--- src/rtl/sync_fifo_fwft_thr.sv ---
// Single-clock FIFO with selectable registered/fall-through read, programmable
// almost-full/almost-empty thresholds, arbitrary depth, flush and sticky error flags.
module sync_fifo_fwft_thr #(
  parameter int WIDTH  = 32,
  parameter int DEPTH  = 15,
  parameter int FWFT   = 0,
  parameter int AF_THR = DEPTH - 2,
  parameter int AE_THR = 2,
  localparam int CW    = $clog2(DEPTH + 1),
  localparam int PW    = (DEPTH > 1) ? $clog2(DEPTH) : 1
) (
  input  logic             clk,
  input  logic             rst,
  input  logic             flush,
  input  logic             wr,
  input  logic [WIDTH-1:0] din,
  input  logic             rd,
  output logic [WIDTH-1:0] dout,
  output logic [CW-1:0]    used_cnt,
  output logic             empty,
  output logic             full,
  output logic             almost_full,
  output logic             almost_empty,
  output logic             overflow,
  output logic             underflow,
  input  logic             err_clr
);

  // Explicit wrap at DEPTH-1 so non-power-of-2 depths index the array correctly.
  function automatic logic [PW-1:0] ptr_inc(input logic [PW-1:0] p);
    logic [PW-1:0] n;
    if (p == PW'(DEPTH - 1)) begin
      n = {PW{1'b0}};
    end else begin
      n = p + {{(PW-1){1'b0}}, 1'b1};
    end
    return n;
  endfunction

  logic [WIDTH-1:0] mem_r [DEPTH];
  logic [PW-1:0]    wr_ptr_r;
  logic [PW-1:0]    rd_ptr_r;
  logic [CW-1:0]    used_cnt_r;
  logic             overflow_r;
  logic             underflow_r;
  logic             empty_s;
  logic             full_s;
  logic             wr_acc_s;
  logic             rd_acc_s;

  // Occupancy flags and accept qualifiers, all from the registered count.
  always_comb begin
    empty_s  = (used_cnt_r == {CW{1'b0}});
    full_s   = (used_cnt_r == CW'(DEPTH));
    wr_acc_s = wr & ~full_s & ~flush;
    rd_acc_s = rd & ~empty_s & ~flush;
  end

  // Storage array; contents are intentionally not reset.
  always_ff @(posedge clk) begin
    if (wr_acc_s) begin
      mem_r[wr_ptr_r] <= din;
    end
  end

  // Pointers and occupancy; flush overrides any same-cycle access.
  always_ff @(posedge clk or posedge rst) begin
    if (rst) begin
      wr_ptr_r   <= {PW{1'b0}};
      rd_ptr_r   <= {PW{1'b0}};
      used_cnt_r <= {CW{1'b0}};
    end else if (flush) begin
      wr_ptr_r   <= {PW{1'b0}};
      rd_ptr_r   <= {PW{1'b0}};
      used_cnt_r <= {CW{1'b0}};
    end else begin
      if (wr_acc_s) begin
        wr_ptr_r <= ptr_inc(wr_ptr_r);
      end
      if (rd_acc_s) begin
        rd_ptr_r <= ptr_inc(rd_ptr_r);
      end
      case ({wr_acc_s, rd_acc_s})
        2'b10:   used_cnt_r <= used_cnt_r + {{(CW-1){1'b0}}, 1'b1};
        2'b01:   used_cnt_r <= used_cnt_r - {{(CW-1){1'b0}}, 1'b1};
        default: used_cnt_r <= used_cnt_r;
      endcase
    end
  end

  // Sticky error flags: a new error in the same cycle as err_clr wins.
  always_ff @(posedge clk or posedge rst) begin
    if (rst) begin
      overflow_r  <= 1'b0;
      underflow_r <= 1'b0;
    end else begin
      overflow_r  <= (wr & full_s & ~flush) | (overflow_r & ~err_clr);
      underflow_r <= (rd & empty_s & ~flush) | (underflow_r & ~err_clr);
    end
  end

  generate
    if (FWFT == 0) begin : g_reg_read
      logic [WIDTH-1:0] dout_r;
      // Registered read port: word appears the cycle after rd is accepted.
      always_ff @(posedge clk or posedge rst) begin
        if (rst) begin
          dout_r <= {WIDTH{1'b0}};
        end else if (rd_acc_s) begin
          dout_r <= mem_r[rd_ptr_r];
        end else begin
          dout_r <= dout_r;
        end
      end
      assign dout = dout_r;
    end else begin : g_fwft_read
      assign dout = mem_r[rd_ptr_r];
    end
  endgenerate

  assign used_cnt     = used_cnt_r;
  assign empty        = empty_s;
  assign full         = full_s;
  assign almost_full  = (used_cnt_r >= CW'(AF_THR));
  assign almost_empty = (used_cnt_r <= CW'(AE_THR));
  assign overflow     = overflow_r;
  assign underflow    = underflow_r;

endmodule

--- config.mk ---
export PLATFORM = sky130hd
export DESIGN_NAME = sync_fifo_fwft_thr
export DESIGN_NICKNAME = d
export VERILOG_FILES = /design/src/rtl/sync_fifo_fwft_thr.sv
export SDC_FILE = /design/constraint.sdc
export NUM_CORES = 1
export LEC_CHECK = 0
export CAP_MARGIN = 20
export CORE_ASPECT_RATIO = 0.5
export CORE_MARGIN = 1
export CORE_UTILIZATION = 60
export CTS_BUF_LIST = sky130_fd_sc_hd__clkbuf_8 sky130_fd_sc_hd__clkbuf_16
export CTS_CLUSTER_SIZE = 10
export DETAILED_ROUTE_END_ITERATION = 6
export PLACE_DENSITY = 0.8
export SLEW_MARGIN = 20
export SYNTH_ARGS = -nofsm -noshare
export SYNTH_HDL_FRONTEND = slang
export SYNTH_SLANG_ARGS = --single-unit
--- constraint.sdc ---
create_clock -name clk -period 5.7 [get_ports clk]
set_clock_uncertainty 0.1 [all_clocks]
set_input_delay 1.14 -clock clk [delete_from_list [all_inputs] [get_ports clk]]
set_output_delay 1.14 -clock clk [all_outputs]
set_load 0.02 [all_outputs]
==> results of run 1 <==
[power by group through the flow]
stage	Sequential (µW)	Combinational, µW	Clock, µW
after detailed placement	4560	968	0
after global placement	4560	932	0
final	4500	985	3330
after global routing	4510	1040	3510
after floorplan	4630	454	0
after CTS	4490	985	3360
[worst reg2reg max path, cell delays in order, from the launching register on]
cell and delay [ns]:
dfrtp_1 0.49, nand4_1 0.31, inv_1 0.19, o211ai_1 0.37
inv_1 0.20, ha_1 0.37, nand2b_1 0.19, a2111oi_0 0.56
o31ai_1 0.15, nand3_1 0.12
[worst paths after layout]
check / from / end / slack (ns)
max: flush / used_cnt[2] / 1.98
min: underflow / underflow / 0.44
max reg2reg: used_cnt[1] / used_cnt[2] / 2.59
min reg2reg: underflow / underflow / 0.44
max in group asynchronous: rst / rd_ptr_r[3] / 3.93
min in group asynchronous: rst / overflow / 0.65
[synth_stat cells, types with 2 or more instances]
| cell | instances |
|---|---|
| or3_1 | 3 |
| ha_1 | 4 |
| mux4_2 | 96 |
| nor3b_1 | 2 |
| dfrtp_1 | 46 |
| nor4_1 | 3 |
| o2bb2ai_1 | 8 |
| mux2_2 | 24 |
| nor3_1 | 7 |
| buf_4 | 5 |
| clkbuf_1 | 29 |
| edfxtp_1 | 480 |
| o22ai_1 | 25 |
| o211ai_1 | 3 |
| mux2i_1 | 73 |
| nand2_1 | 45 |
| or4_1 | 2 |
| buf_2 | 22 |
| a2111oi_0 | 3 |
| o21ai_0 | 40 |
| inv_1 | 9 |
| buf_1 | 4 |
| nor2b_1 | 2 |
| a31oi_1 | 34 |
| buf_6 | 4 |
| a21oi_1 | 7 |
| nand2b_1 | 4 |
| nand3_1 | 6 |
| nor2_1 | 14 |
| nand4_1 | 5 |
[layer usage]
metal,vias to the layer above,track usage [%]
met5,-,0
met4,0,7.732
met3,82,5.397
met2,634,45.46
met1,5538,37.03
li1,4422,-
[cells in the final DEF (no fill, tap or decap), drive strengths merged, types with 2 or more instances in the layout]
master / instances
o2bb2ai: 8
clkbuf: 59
a211oi: 2
mux2: 24
or4: 3
a21oi: 7
nand4: 5
buf: 31
nand2b: 4
ha: 4
nor4: 3
clkdlybuf4s50: 79
nor2: 14
mux2i: 73
a31oi: 34
nor3b: 2
a2111oi: 3
mux4: 96
o211ai: 3
or3: 3
nor2b: 2
o21ai: 40
nand3: 6
o22ai: 25
clkinv: 3
nor3: 7
inv: 56
nand2: 45
edfxtp: 480
dfrtp: 46
[flip-flops by register name (all words and copies together) (netlist names)]
| name | cells |
|---|---|
| rd_ptr_r | 4 |
| underflow | 1 |
| dout | 32 |
| overflow | 1 |
| used_cnt | 4 |
| wr_ptr_r | 4 |
| mem_r | 480 |
[logic make-up (layout without fill, tap and decap cells)]
group	after synthesis	in the layout	share of synthesized area (%)
compound gates	129	129	3.947
fa+ha+maj	4	4	0.2452
buf+inv	75	229	1.777
mux	193	193	15.49
xor+xnor	2	2	0.08582
flops	526	526	76.24
simple gates	96	96	2.212
[metrics by stage]
step / setup WS, ns / total power (µW) / utilization (%)
after floorplan: 0.2176 / 5081 / -
after global placement: 1.603 / 5489 / 65.43
after detailed placement: 1.528 / 5531 / 65.43
after CTS: 2.013 / 8833 / 70.58
after global routing: 1.702 / 9054 / 70.81
final: 1.984 / 8814 / 70.81
[final cells by class]
class	instances	area, µm²	area share (%)
flip-flops and latches	526	15580	66.10
clock inverters	49	235.2	0.9981
multi-input cells	424	4604	19.54
repair buffers	110	1076	4.566
inverters	11	46.29	0.1964
clock buffers	59	1476	6.265
well taps	441	551.8	2.341
==> flow_metrics.env, run 1 <==
export IMPL_fmax_mhz=269.1
export IMPL_grt_overflow=0
export IMPL_ff2ff_path_depth=9
export IMPL_cp_num_buf_inv=2
export IMPL_irDropWorstVdd_uv=248.5
export IMPL_switching_power_uw=2101
export IMPL_netlist_instances=1025
export IMPL_num_vias=10680
export IMPL_cts_inserted_buffers=58
export IMPL_rows=47
export IMPL_yosysTopAreaCell="edfxtp_1"
export IMPL_start_kind="primary input"
export IMPL_dp_cells=1509
export IMPL_fin_crit_ns=3.717
export IMPL_highest_layer="met4"
export IMPL_synth_cell_types=46
export IMPL_synth_seq_area_share_pct=76.24
export IMPL_synth_top_area_share_pct=70.60
export IMPL_root_buffer="clkbuf_16"
export IMPL_min_path_cells=2
export IMPL_area_growth_pct=15.44
export IMPL_fin_nets=1173
export IMPL_clk_pin_slew_ns=0.06
export IMPL_drive_gt1_share_pct=20.27
export IMPL_crit_slowest_cell="clkdlybuf4s50_1"
export IMPL_async_flop_share_pct=8.745
export IMPL_yosysWarnings=0
export IMPL_cts_path_max_buffers=3
export IMPL_placed_cell_area_um2=21780
export IMPL_worstSetupPathDepth=9
export IMPL_port_buffers=79
export IMPL_cp_max_fo=19
export IMPL_pwr_share_comb_pct=11.2
export IMPL_syn_avg_cell_area_um2=19.92
export IMPL_fin_cells=1620
export IMPL_start_util_pct=61.34
export IMPL_synth_area_leaders="edfxtp_1, mux4_2, dfrtp_1"
export IMPL_ys_ff_latch=526
export IMPL_power_share_switching_pct=23.84
export IMPL_final_area_um2=23570
export IMPL_synth_flop_cell="edfxtp_1"
export IMPL_path_class="in -> reg"
export IMPL_cp_top_family="compound AO/OA/AOI/OAI gates"
export IMPL_die_w_um=262.9
export IMPL_wl_per_cell_um=28.44
export IMPL_wl_met3_mm=4.250
export IMPL_core_area_um2=33280
export IMPL_setup_viol=0
export IMPL_required_ns=6.12
export IMPL_route_met2_wl_mm=23.07
export IMPL_timing_final_crit_share_pct=65.20
export IMPL_ios=80
export IMPL_hold_slack_ns=0.4350
export IMPL_htreeDepth=2
export IMPL_cpPeakStageDelay_ns=0.74
export IMPL_syn_nets=1067
export IMPL_worst_pin_slew_ns=1.096
export IMPL_firstDrtPassIters=5
export IMPL_slew_violations=0
export IMPL_grt_usage_pct=27.14
export IMPL_post_route_drc_count=0
export IMPL_leakage_uw=0.007539
export IMPL_critPathArrivalTime_ns=4.14
export IMPL_max_slew_margin_rel_pct=26.80
export IMPL_grt_pass1_wl_mm=69.06
export IMPL_clk_insertion_delay_late_ns=0.59
export IMPL_drv_cap=0
export IMPL_cts_hold_fix_buffers=0
export IMPL_drt_total_wl_mm=46.07
export IMPL_clkPwrFrac_pct=37.8
export IMPL_crit_chain="clkdlybuf4s50_1 > nor2b_1 > o211ai_1 > inv_1 > ha_1 > nand2b_1 > a2111oi_0 > o31ai_1 > nand3_1"
export IMPL_dp_hpwl_mm=24.50
export IMPL_cp_end_kind="register"
export IMPL_power_density_nw_per_um2=374.0
export IMPL_cts_resized=0
export IMPL_grt_max_degree=53
export IMPL_antenna_found_initial=0
export IMPL_rsz0062_at_grt="false"
export IMPL_synth_area_um2=20420
export IMPL_seq_power_share_pct=51.0
export IMPL_status="finished clean"
export IMPL_drt_iter0_markers=1310
export IMPL_tritoncts="yes"
export IMPL_cts_setup_buffers=0
export IMPL_gp_congestion=0.8049
export IMPL_internal_power_uw=6713
export IMPL_cts_num_sinks=526
export IMPL_grt_pass1_vias=11070
export IMPL_diodes=0
export IMPL_ant_nets=0
export IMPL_dieArea_um2=34810
export IMPL_viasPerCell=6.590
export IMPL_nFillCells=1856
export IMPL_synth_edf_count=480
export IMPL_holdCritPathClass="reg -> reg"
export IMPL_final_setup_tns_ns=0
export IMPL_hold_violations=0
export IMPL_wl_met1_mm=17.76
export IMPL_dieHeight_um=132.4
Note: power is estimated with default switching activity, not from simulation.
==> inputs of run 2 (changes only) <==
--- a/config.mk
+++ b/config.mk
@@ -8,11 +8,11 @@
 export CAP_MARGIN = 20
 export CORE_ASPECT_RATIO = 0.5
 export CORE_MARGIN = 1
-export CORE_UTILIZATION = 60
+export CORE_UTILIZATION = 55
 export CTS_BUF_LIST = sky130_fd_sc_hd__clkbuf_8 sky130_fd_sc_hd__clkbuf_16
 export CTS_CLUSTER_SIZE = 10
 export DETAILED_ROUTE_END_ITERATION = 6
-export PLACE_DENSITY = 0.8
+export PLACE_DENSITY = 0.77
 export SLEW_MARGIN = 20
 export SYNTH_ARGS = -nofsm -noshare
 export SYNTH_HDL_FRONTEND = slang
==> constraint.sdc (replaced) <==
create_clock -name clk -period 3 [get_ports clk]
set_clock_uncertainty 0.1 [all_clocks]
set_input_delay 0.6 -clock clk [delete_from_list [all_inputs] [get_ports clk]]
set_output_delay 0.6 -clock clk [all_outputs]
set_load 0.02 [all_outputs]
==> flow_metrics.env, run 2 (synthesis results as in run 1) <==
export IMPL_status="finished clean"
export IMPL_rows=49
export IMPL_worstReg2RegEnd="used_cnt[3]"
export IMPL_switching_power_uw=3995
export IMPL_cp_max_fo=7
export IMPL_holdCritPathClass="in -> async"
export IMPL_cts_hold_fix_buffers=0
export IMPL_clkPwrFrac_pct=37.3
export IMPL_htreeDepth=2
export IMPL_drt_total_wl_mm=45.62
export IMPL_grt_pass1_wl_mm=69.24
export IMPL_cp_end_kind="output pin"
export IMPL_drive_gt1_share_pct=22.89
export IMPL_firstDrtPassIters=5
export IMPL_grt_overflow=0
export IMPL_irDropWorstVdd_uv=475.5
export IMPL_cts_path_max_buffers=3
export IMPL_viasPerCell=6.288
export IMPL_final_cell_mix="edfxtp_1, mux4_2, clkdlybuf4s50_1, mux2i_1, clkbuf_16"
export IMPL_required_ns=2.30
export IMPL_fin_nets=1213
export IMPL_clk_pin_slew_ns=0.06
export IMPL_rr_startpoint="used_cnt[2]"
export IMPL_cpPeakStageDelay_ns=0.52
export IMPL_critPathArrivalTime_ns=2.17
export IMPL_fin_crit_ns=2.869
export IMPL_tritoncts="yes"
export IMPL_setup_viol=0
export IMPL_ios=80
export IMPL_dp_hpwl_mm=26.53
export IMPL_root_buffer="clkbuf_16"
export IMPL_timing_final_crit_share_pct=95.64
export IMPL_largest_reg_flops=480
export IMPL_antenna_found_initial=1
export IMPL_clk_insertion_delay_late_ns=0.59
export IMPL_worst_pin_slew_ns=0.7990
export IMPL_crit_chain="or4_4 > buf_4 > clkinv_4 > dlygate4sd2_1"
export IMPL_crit_slowest_cell="or4_4"
export IMPL_slew_violations=0
export IMPL_diodes=0
export IMPL_drt_iter0_markers=1213
export IMPL_ant_nets=0
export IMPL_gp_congestion=0.8013
export IMPL_core_area_um2=36230
export IMPL_dieHeight_um=138.2
export IMPL_max_slew_margin_rel_pct=46.74
export IMPL_grt_max_degree=90
export IMPL_port_buffers=79
export IMPL_grt_usage_pct=24.88
export IMPL_fmax_mhz=348.5
export IMPL_grt_pass1_vias=11170
export IMPL_num_vias=10710
export IMPL_regMostFlops="mem_r"
export IMPL_post_route_drc_count=0
export IMPL_pwr_share_comb_pct=11.8
export IMPL_dieArea_um2=37940
export IMPL_cts_inserted_buffers=58
export IMPL_wl_per_cell_um=26.79
export IMPL_finish_utilization_pct=66.95
export IMPL_hold_slack_ns=0.3269
export IMPL_area_growth_pct=18.82
export IMPL_start_util_pct=56.35
export IMPL_rsz0062_at_grt="false"
export IMPL_cp_endpoint="empty"
export IMPL_leakage_uw=0.007799
export IMPL_power_share_switching_pct=23.85
export IMPL_cts_num_sinks=526
export IMPL_hold_violations=0
export IMPL_internal_power_uw=12750
export IMPL_power_density_nw_per_um2=690.3
export IMPL_die_w_um=274.5
export IMPL_setup_worst_path_start="used_cnt[2]"
export IMPL_r2r_setup_slack_ns=0.42
export IMPL_ff2ff_path_depth=8
export IMPL_seq_power_share_pct=50.9
export IMPL_drv_cap=0
export IMPL_start_kind="register"
export IMPL_path_class="reg -> out"
export IMPL_layout_commonest_cell="edfxtp_1"
==> run 2: worst max-delay path: cells and delay by family, from the launching register on <==
family	cells	cell delay [ns]
flops	1	0.46
simple gates	1	0.52
buf+inv	3	0.60
==> run 2: through the flow <==
stage	std cells	power, µW	instance area, µm²	TNS, ns	setup WS [ns]
global placement	1595	10550	22560	0	0.1122
finish	1703	16750	24260	0	0.1308
CTS	1703	16830	24260	0	0.1092
global route	1703	17270	24260	0	0.06351
detailed placement	1595	10600	22560	0	0.1490
floorplan	1025	9659	20500	-49.65	-0.6119
==> run 2: layout make-up <==
class	count	area, µm²
flip-flops and latches	526	15580
fillers	2143	11980
multi-input cells	424	4648
repair buffers	150	1685
clock buffers	60	1490
well taps	484	605.6
clock inverters	48	205.2
inverters	11	46.29
==> run 2: routing by layer <==
| metal | up-vias | track usage, % | wire (µm) |
|---|---|---|---|
| li1 | 4538 | - | - |
| met1 | 5514 | 35.42 | 18080 |
| met2 | 559 | 39.22 | 22250 |
| met3 | 95 | 5.333 | 4189 |
| met4 | 2 | 7.456 | 1080 |
| met5 | - | 0 | 13 |
==> run 2: power groups by stage <==
stage                     clock, µW  sequential, µW  combinational (µW)
after global routing           6640            8540                2090
after floorplan                   0            8790                 869
after detailed placement          0            8650                1950
final                          6250            8520                1980
after CTS                      6330            8510                1990
after global placement            0            8640                1910
==> run 2: timing repair <==
action	4_1_cts	5_1_grt
setup endpoints to repair	1	0
resized for setup	1	0
buffers inserted	0	0
==> run 2: worst min-delay path by stage <==
stage	slack, ns	end	startpoint	cells after the start
global route	0.36	underflow	rst	2
global placement	0.42	overflow	overflow	2
floorplan	0.47	rd_ptr_r[1]	rd_ptr_r[1]	2
finish	0.33	underflow	rst	2
detailed placement	0.44	overflow	overflow	2
CTS	0.32	underflow	rst	2
